## config.mk

```make
export PLATFORM = sky130hd
export DESIGN_NAME = ascon_hash_ctrl_flat
export DESIGN_NICKNAME = d
export VERILOG_FILES = /design/src/rtl/ascon_pkg.sv /design/src/rtl/ascon_hash_ctrl_if.sv /design/src/rtl/ascon_lat_cnt.sv /design/src/rtl/ascon_hash_ctrl.sv /design/src/flat_wrapper.sv
export SDC_FILE = /design/constraint.sdc
export NUM_CORES = 1
export LEC_CHECK = 0
export CAP_MARGIN = 20
export CORE_AREA = 2 2 496 498
export CTS_BUF_LIST = sky130_fd_sc_hd__clkbuf_16
export CTS_CLUSTER_DIAMETER = 150
export DETAILED_ROUTE_END_ITERATION = 8
export DIE_AREA = 0 0 498 500
export HOLD_SLACK_MARGIN = 0.05
export PLACE_DENSITY = 0.39
export SYNTH_ARGS = -nofsm -noshare
export SYNTH_HDL_FRONTEND = slang
export SYNTH_SLANG_ARGS = --single-unit
```

## constraint.sdc

```tcl
create_clock -name clk -period 6 [get_ports clk]
set_clock_uncertainty 0.1 [all_clocks]
set_input_delay 0.6 -clock clk [delete_from_list [all_inputs] [get_ports clk]]
set_output_delay 0.6 -clock clk [all_outputs]
set_load 0.03 [all_outputs]
```

## src/rtl/ascon_pkg.sv

```systemverilog
// Shared definitions for the Ascon hash controller: FSM states, block geometry,
// mode encodings and the last-block test used by the controller.
package ascon_pkg;

  typedef enum logic [2:0] {
    ST_IDLE  = 3'd0,
    ST_INIT  = 3'd1,
    ST_FETCH = 3'd2,
    ST_PROC  = 3'd3,
    ST_DONE  = 3'd4
  } state_t;

  localparam int unsigned BLOCK_BYTES = 8;
  localparam int unsigned LEN_W       = 33;
  localparam int unsigned WORD_W      = 64;
  localparam int unsigned BLOCK_W     = 128;
  localparam int unsigned LAT_W       = 16;
  localparam int unsigned N_LANES     = 5;

  localparam logic [1:0] SEL_HASH  = 2'd0;
  localparam logic [1:0] SEL_HASHA = 2'd1;
  localparam logic [1:0] SEL_XOF   = 2'd2;
  localparam logic [1:0] SEL_XOFA  = 2'd3;

  localparam logic [LEN_W-1:0] BLOCK_INC  = {1'b0, BLOCK_BYTES};
  localparam logic [LEN_W:0]   BLOCK_INCW = {2'b00, BLOCK_BYTES};

  // One extra bit so that pos + 8 cannot wrap when msg_len is near 2^33-1.
  function automatic logic is_last_block(input logic [LEN_W-1:0] pos,
                                         input logic [LEN_W-1:0] len);
    logic [LEN_W:0] next_pos;
    next_pos = {1'b0, pos} + BLOCK_INCW;
    return next_pos > {1'b0, len};
  endfunction

endpackage

```

## src/rtl/ascon_hash_ctrl_if.sv

```systemverilog
// Message word stream between a producer (master) and the hash controller (slave).
interface ascon_hash_ctrl_if;
  import ascon_pkg::*;

  logic [WORD_W-1:0] msg_data;
  logic              msg_valid;
  logic              msg_ready;

  modport master (output msg_data, output msg_valid, input msg_ready);
  modport slave  (input msg_data, input msg_valid, output msg_ready);

endinterface

```

## src/rtl/ascon_lat_cnt.sv

```systemverilog
// Loadable down-counter used to time fixed-latency waits; zero is asserted
// while the count is exhausted, so a load of N-1 gives an N-cycle wait.
module ascon_lat_cnt
  import ascon_pkg::*;
#(
  parameter int unsigned W = LAT_W
) (
  input  logic         clk,
  input  logic         rst_n,
  input  logic         load,
  input  logic [W-1:0] load_val,
  output logic         zero
);

  logic [W-1:0] cnt_q;

  always_ff @(posedge clk or negedge rst_n) begin
    if (!rst_n) begin
      cnt_q <= '0;
    end else if (load) begin
      cnt_q <= load_val;
    end else if (cnt_q != '0) begin
      cnt_q <= cnt_q - 1'b1;
    end
  end

  assign zero = (cnt_q == '0);

endmodule

```

## src/rtl/ascon_hash_ctrl.sv

```systemverilog
// Ascon hash job controller: sequences init, per-block fetch and absorb steps
// around external init/absorb datapaths and owns the x0..x4 state registers.
module ascon_hash_ctrl
  import ascon_pkg::*;
#(
  parameter int unsigned INIT_LAT = 1,
  parameter int unsigned PROC_LAT = 1
) (
  input  logic                 clk,
  input  logic                 rst_n,
  ascon_hash_ctrl_if.slave     msg,
  input  logic                 start,
  input  logic [1:0]           cfg_sel_type,
  input  logic [LEN_W-1:0]     msg_len,
  output logic [1:0]           sel_type,
  output logic                 process_en,
  output logic [LEN_W-1:0]     data_length,
  output logic [LEN_W-1:0]     data_position,
  output logic [BLOCK_W-1:0]   data,
  input  logic [WORD_W-1:0]    x0_init,
  input  logic [WORD_W-1:0]    x1_init,
  input  logic [WORD_W-1:0]    x2_init,
  input  logic [WORD_W-1:0]    x3_init,
  input  logic [WORD_W-1:0]    x4_init,
  output logic [WORD_W-1:0]    x0_i,
  output logic [WORD_W-1:0]    x1_i,
  output logic [WORD_W-1:0]    x2_i,
  output logic [WORD_W-1:0]    x3_i,
  output logic [WORD_W-1:0]    x4_i,
  input  logic [WORD_W-1:0]    x0_o,
  input  logic [WORD_W-1:0]    x1_o,
  input  logic [WORD_W-1:0]    x2_o,
  input  logic [WORD_W-1:0]    x3_o,
  input  logic [WORD_W-1:0]    x4_o,
  input  logic                 process_err,
  output logic                 busy,
  output logic                 done,
  output logic                 err
);

  // Latencies of zero are treated as one cycle.
  localparam logic [LAT_W-1:0] INIT_LOAD = LAT_W'((INIT_LAT > 0) ? INIT_LAT - 1 : 0);
  localparam logic [LAT_W-1:0] PROC_LOAD = LAT_W'((PROC_LAT > 0) ? PROC_LAT - 1 : 0);

  state_t state_q;
  state_t state_d;

  logic [1:0]                      sel_q;
  logic [LEN_W-1:0]                len_q;
  logic [LEN_W-1:0]                pos_q;
  logic [WORD_W-1:0]               word_q;
  logic                            err_q;
  logic [N_LANES-1:0][WORD_W-1:0]  x_q;
  logic [N_LANES-1:0][WORD_W-1:0]  x_init_v;
  logic [N_LANES-1:0][WORD_W-1:0]  x_res_v;

  logic             cnt_load;
  logic [LAT_W-1:0] cnt_val;
  logic             cnt_zero;
  logic             accept_start;
  logic             load_init;
  logic             latch_word;
  logic             capture;
  logic             adv_pos;
  logic             set_err;

  ascon_lat_cnt #(
    .W (LAT_W)
  ) u_lat_cnt (
    .clk      (clk),
    .rst_n    (rst_n),
    .load     (cnt_load),
    .load_val (cnt_val),
    .zero     (cnt_zero)
  );

  assign x_init_v = {x4_init, x3_init, x2_init, x1_init, x0_init};
  assign x_res_v  = {x4_o, x3_o, x2_o, x1_o, x0_o};

  always_ff @(posedge clk or negedge rst_n) begin
    if (!rst_n) begin
      state_q <= ST_IDLE;
    end else begin
      state_q <= state_d;
    end
  end

  always_comb begin
    state_d       = state_q;
    cnt_load      = 1'b0;
    cnt_val       = '0;
    accept_start  = 1'b0;
    load_init     = 1'b0;
    latch_word    = 1'b0;
    capture       = 1'b0;
    adv_pos       = 1'b0;
    set_err       = 1'b0;
    busy          = (state_q != ST_IDLE);
    done          = 1'b0;
    msg.msg_ready = 1'b0;
    process_en    = 1'b0;

    unique case (state_q)
      ST_IDLE: begin
        if (start) begin
          accept_start = 1'b1;
          cnt_load     = 1'b1;
          cnt_val      = INIT_LOAD;
          state_d      = ST_INIT;
        end
      end
      ST_INIT: begin
        if (cnt_zero) begin
          load_init = 1'b1;
          state_d   = ST_FETCH;
        end
      end
      ST_FETCH: begin
        msg.msg_ready = 1'b1;
        if (msg.msg_valid) begin
          latch_word = 1'b1;
          cnt_load   = 1'b1;
          cnt_val    = PROC_LOAD;
          state_d    = ST_PROC;
        end
      end
      ST_PROC: begin
        process_en = 1'b1;
        // A datapath error aborts the job and leaves the previous state intact.
        if (process_err) begin
          set_err = 1'b1;
          state_d = ST_DONE;
        end else if (cnt_zero) begin
          capture = 1'b1;
          if (is_last_block(pos_q, len_q)) begin
            state_d = ST_DONE;
          end else begin
            adv_pos = 1'b1;
            state_d = ST_FETCH;
          end
        end
      end
      ST_DONE: begin
        done    = 1'b1;
        state_d = ST_IDLE;
      end
      default: begin
        state_d = ST_IDLE;
      end
    endcase
  end

  always_ff @(posedge clk or negedge rst_n) begin
    if (!rst_n) begin
      sel_q <= '0;
      len_q <= '0;
    end else if (accept_start) begin
      sel_q <= cfg_sel_type;
      len_q <= msg_len;
    end
  end

  always_ff @(posedge clk or negedge rst_n) begin
    if (!rst_n) begin
      pos_q <= '0;
    end else if (accept_start) begin
      pos_q <= '0;
    end else if (adv_pos) begin
      pos_q <= pos_q + BLOCK_INC;
    end
  end

  always_ff @(posedge clk or negedge rst_n) begin
    if (!rst_n) begin
      word_q <= '0;
    end else if (latch_word) begin
      word_q <= msg.msg_data;
    end
  end

  always_ff @(posedge clk or negedge rst_n) begin
    if (!rst_n) begin
      err_q <= 1'b0;
    end else if (accept_start) begin
      err_q <= 1'b0;
    end else if (set_err) begin
      err_q <= 1'b1;
    end
  end

  // State survives job end so the final hash state stays visible until the next init.
  always_ff @(posedge clk or negedge rst_n) begin
    if (!rst_n) begin
      x_q <= '0;
    end else if (load_init) begin
      x_q <= x_init_v;
    end else if (capture) begin
      x_q <= x_res_v;
    end
  end

  assign sel_type      = sel_q;
  assign data_length   = len_q;
  assign data_position = pos_q;
  assign data          = {{(BLOCK_W-WORD_W){1'b0}}, word_q};
  assign err           = err_q;
  assign x0_i          = x_q[0];
  assign x1_i          = x_q[1];
  assign x2_i          = x_q[2];
  assign x3_i          = x_q[3];
  assign x4_i          = x_q[4];

endmodule

```

## src/flat_wrapper.sv

```systemverilog
// flat-port wrapper written by rule: the top's interface ports become plain ports
module ascon_hash_ctrl_flat import ascon_pkg::*;
#(
  parameter int unsigned INIT_LAT = 1,
  parameter int unsigned PROC_LAT = 1
)
  (clk, rst_n, start, cfg_sel_type, msg_len, sel_type, process_en, data_length, data_position, data, x0_init, x1_init, x2_init, x3_init, x4_init, x0_i, x1_i, x2_i, x3_i, x4_i, x0_o, x1_o, x2_o, x3_o, x4_o, process_err, busy, done, err, msg_msg_data, msg_msg_valid, msg_msg_ready);
  ascon_hash_ctrl_if msg_i ();
  input  logic clk;
  input  logic rst_n;
  input  logic start;
  input  logic [1:0] cfg_sel_type;
  input  logic [LEN_W-1:0] msg_len;
  output logic [1:0] sel_type;
  output logic process_en;
  output logic [LEN_W-1:0] data_length;
  output logic [LEN_W-1:0] data_position;
  output logic [BLOCK_W-1:0] data;
  input  logic [WORD_W-1:0] x0_init;
  input  logic [WORD_W-1:0] x1_init;
  input  logic [WORD_W-1:0] x2_init;
  input  logic [WORD_W-1:0] x3_init;
  input  logic [WORD_W-1:0] x4_init;
  output logic [WORD_W-1:0] x0_i;
  output logic [WORD_W-1:0] x1_i;
  output logic [WORD_W-1:0] x2_i;
  output logic [WORD_W-1:0] x3_i;
  output logic [WORD_W-1:0] x4_i;
  input  logic [WORD_W-1:0] x0_o;
  input  logic [WORD_W-1:0] x1_o;
  input  logic [WORD_W-1:0] x2_o;
  input  logic [WORD_W-1:0] x3_o;
  input  logic [WORD_W-1:0] x4_o;
  input  logic process_err;
  output logic busy;
  output logic done;
  output logic err;
  input wire logic [$bits(msg_i.msg_data)-1:0] msg_msg_data;
  input wire logic [$bits(msg_i.msg_valid)-1:0] msg_msg_valid;
  output wire logic [$bits(msg_i.msg_ready)-1:0] msg_msg_ready;
  assign msg_i.msg_data = msg_msg_data;
  assign msg_i.msg_valid = msg_msg_valid;
  assign msg_msg_ready = msg_i.msg_ready;
  ascon_hash_ctrl #(.INIT_LAT(INIT_LAT), .PROC_LAT(PROC_LAT)) u_core (.clk(clk), .rst_n(rst_n), .msg(msg_i), .start(start), .cfg_sel_type(cfg_sel_type), .msg_len(msg_len), .sel_type(sel_type), .process_en(process_en), .data_length(data_length), .data_position(data_position), .data(data), .x0_init(x0_init), .x1_init(x1_init), .x2_init(x2_init), .x3_init(x3_init), .x4_init(x4_init), .x0_i(x0_i), .x1_i(x1_i), .x2_i(x2_i), .x3_i(x3_i), .x4_i(x4_i), .x0_o(x0_o), .x1_o(x1_o), .x2_o(x2_o), .x3_o(x3_o), .x4_o(x4_o), .process_err(process_err), .busy(busy), .done(done), .err(err));
endmodule
```

==> run metrics <==
outcome completed; CTS tree built; Avg Vias per Cell 3.057; Syn. warnings 0; WL met2 approximately 72000 µm; routed len/inst between 20 and 25 µm; Top Metal Used met5; gr usage total 0.1111; Fill cells about 27000; Total Routed Length between 100000 and 150000 µm; hold path depth 3; CTS resizes 0; RSZ-0062 raised after global routing false; Metal-1 WL between 50000 and 60000 µm; # nets final about 4100; post-synthesis sequential area ratio 0.5251; Max-Slew Margin vs Limit 0.3249; most common cell after layout, fill and taps aside clkdlybuf4s50_1; Placed Instance Area 0.03793 mm²; Post-synth EDFFs 0; global-route wire length before repair 187400 µm; via count between 20000 and 25000; worst skew pair latency between 0.6 and 0.7 ns; met3 WL 16270 µm; antenna-violating nets left 0; antenna violations before repair 68; HP Class in2reg; fin crit share 0.8168; number of distinct library cells after synthesis 57; Slew @ Worst Pin a little over 1 ns; data required time of the critical path roughly 6.4 ns; worst flop-to-flop path startpoint u_core.data_position[5]; final count of hold timing violations 0; WS Path Type reg2reg; grt ovf 0; flop2flop setup slack between 1 and 1.5 ns; Worst-path clk slew 0.06 ns; 1st-iter DRT viols 890; Synth Flop Type dfrtp_1; final setup vio count 0; Residual DRC 0; CTS Buffer Depth 3; hold-fix buffer count after cts 1; Die Span Y roughly 500 µm; FF-to-FF path depth 12; Core ar. 0.2443 mm²; Worst Hold Endpoint u_core.sel_type[0]; critical path endpoint category flip-flop; Setup TNS 0 ns; mapped cell area 0.02235 mm²; final instance area around 0.04 mm²; placer congestion estimate 0.8447; largest net degree at the start of global routing approximately 220; H-tree levels 3; Max FO, Critical Path 19; worst path arrival time approximately 5.3 ns; max cap viols 0; die width 498 µm; Reg area approximately 0.012 mm²; multi-input combinational cell area ~0.0097 mm²; Peak Freq approximately 200 MHz; Power Density roughly 530 mW/mm²; # rows 182; vias in the first global route between 20000 and 25000; Final Max Tran Viols 0; Crit Reg-Reg Endpoint u_core.data_position[23]; CTS Buf Count 67; num ports approximately 1300; syn avg cell area between 10 and 15 µm²; DP HPWL 120000 µm; root buf cell clkbuf_16; worst vdd ir ~0.37 mV; Tmin final 4.901 ns; Die ar. roughly 0.25 mm²; ys async rst share 1.000; FF+latch count, synth ~470; most frequent cells in the layout clkdlybuf4s50_1 (1196), dfrtp_1 (469), nand2_1 (413); area grow syn2layout 79.82%; DRT Pass-1 Iters 5; Hold Crit Start cfg_sel_type[0]; Worst setup SP type flip-flop; initial core utilization 0.09147; Post-Syn Instances approximately 2200; Setup Buffers After CTS 0; share of cells above drive strength 1 0.06566; port buffer count around 1200; leakage power figure roughly 17 nW; Clock Sinks between 400 and 500
## power by group
group / total, mW / switching [mW] / internal (mW)
combinational: 11.8 / 7.14 / 4.68
sequential: 5.59 / 0.941 / 4.65
clock: 4.05 / 1.71 / 2.34
total: 21.5 / 9.79 / 11.7
## layout make-up
| cell class | instances | share of cell area |
|---|---|---|
| repair buffers | 1233 | 0.3085 |
| flip-flops and latches | 469 | 0.2920 |
| well taps | 3220 | 0.1002 |
| inverters | 40 | 0.003736 |
| diodes | 6 | 0.0003736 |
| clock buffers | 68 | 0.04234 |
| multi-input cells | 1520 | 0.2406 |
| clock inverters | 51 | 0.01223 |
## stage by stage
stage,util,hold slack (ns),setup WS (ns),std cells,power (mW)
floorplan,-,0.2044,1.623,2233,11.86
global placement,0.1552,0.3656,1.072,6479,17.74
detailed placement,0.1552,0.3741,0.9483,6479,17.77
CTS,0.1643,0.2658,0.9385,6599,22.05
global route,0.1644,0.3172,0.6279,6602,22.89
finish,0.1645,0.3643,1.099,6607,21.46
## worst max path at each step
stage,startpoint,to,slack [ns]
global route,u_core.data_position[5],u_core.data_position[23],0.63
finish,u_core.data_position[5],u_core.data_position[23],1.10
CTS,u_core.data_position[5],u_core.data_position[23],0.94
global placement,u_core.data_position[5],u_core.data_position[23],1.07
floorplan,u_core.data_position[3],u_core.data_position[17],1.62
detailed placement,u_core.data_position[5],u_core.data_position[23],0.95
## cells by family after synthesis
| kind of cell | after synthesis | synth area share |
|---|---|---|
| AO/OA/AOI/OAI | 403 | 0.09478 |
| XOR/XNOR | 35 | 0.01372 |
| adder cells (fa/ha/maj) | 32 | 0.01791 |
| buffers and inverters | 244 | 0.05402 |
| flip-flops | 469 | 0.5251 |
| multiplexers | 393 | 0.1799 |
| other | 1 | 0.0001678 |
| AND/OR/NAND/NOR | 590 | 0.1144 |
## per-layer routing
| metal | GRT usage | up-vias |
|---|---|---|
| met2 | 0.1989 | 930 |
| met5 | 0 | - |
| met3 | 0.05809 | 221 |
| li1 | - | 9686 |
| met4 | 0.02946 | 34 |
| met1 | 0.1122 | 9327 |
## worst max-delay path: stages (launching register included)
cell and delay, ns:
dfrtp_1 0.48, nand4_1 0.23, or4_1 0.67, nor3_1 0.54, nand3_1 0.23, xnor2_1 0.19, ha_1 0.29, nand3_1 0.14
nor4_1 0.48, nand4_1 0.17, o311ai_1 0.24, nand3_2 0.56, mux2_2 0.44
## registers in the layout (all words and copies together) (netlist names)
signal	count
u_core.sel_type	2
u_core.x0_i	64
u_core.err	1
u_core.x2_i	64
u_core.u_lat_cnt.cnt_q	16
u_core.state_q	3
u_core.x4_i	64
u_core.word_q	64
u_core.x1_i	64
u_core.data_length	33
u_core.x3_i	64
u_core.data_position	30
## synth_stat cells (11+ instances only)
cell type / count / share of area
a21oi_1: 13 / 0.0029
and3_1: 11 / 0.0031
buf_2: 29 / 0.0065
buf_4: 68 / 0.023
clkbuf_1: 107 / 0.018
dfrtp_1: 469 / 0.53
ha_1: 32 / 0.018
inv_1: 40 / 0.0067
mux2_2: 65 / 0.033
mux2i_1: 327 / 0.15
nand2_1: 413 / 0.069
nand3_1: 58 / 0.013
nor2_1: 37 / 0.0062
nor3_1: 14 / 0.0031
o21ai_0: 40 / 0.0090
o21ai_1: 323 / 0.072
xnor2_1: 22 / 0.0086
xor2_1: 13 / 0.0051
No activity file was read; power rests on OpenSTA's default activity.
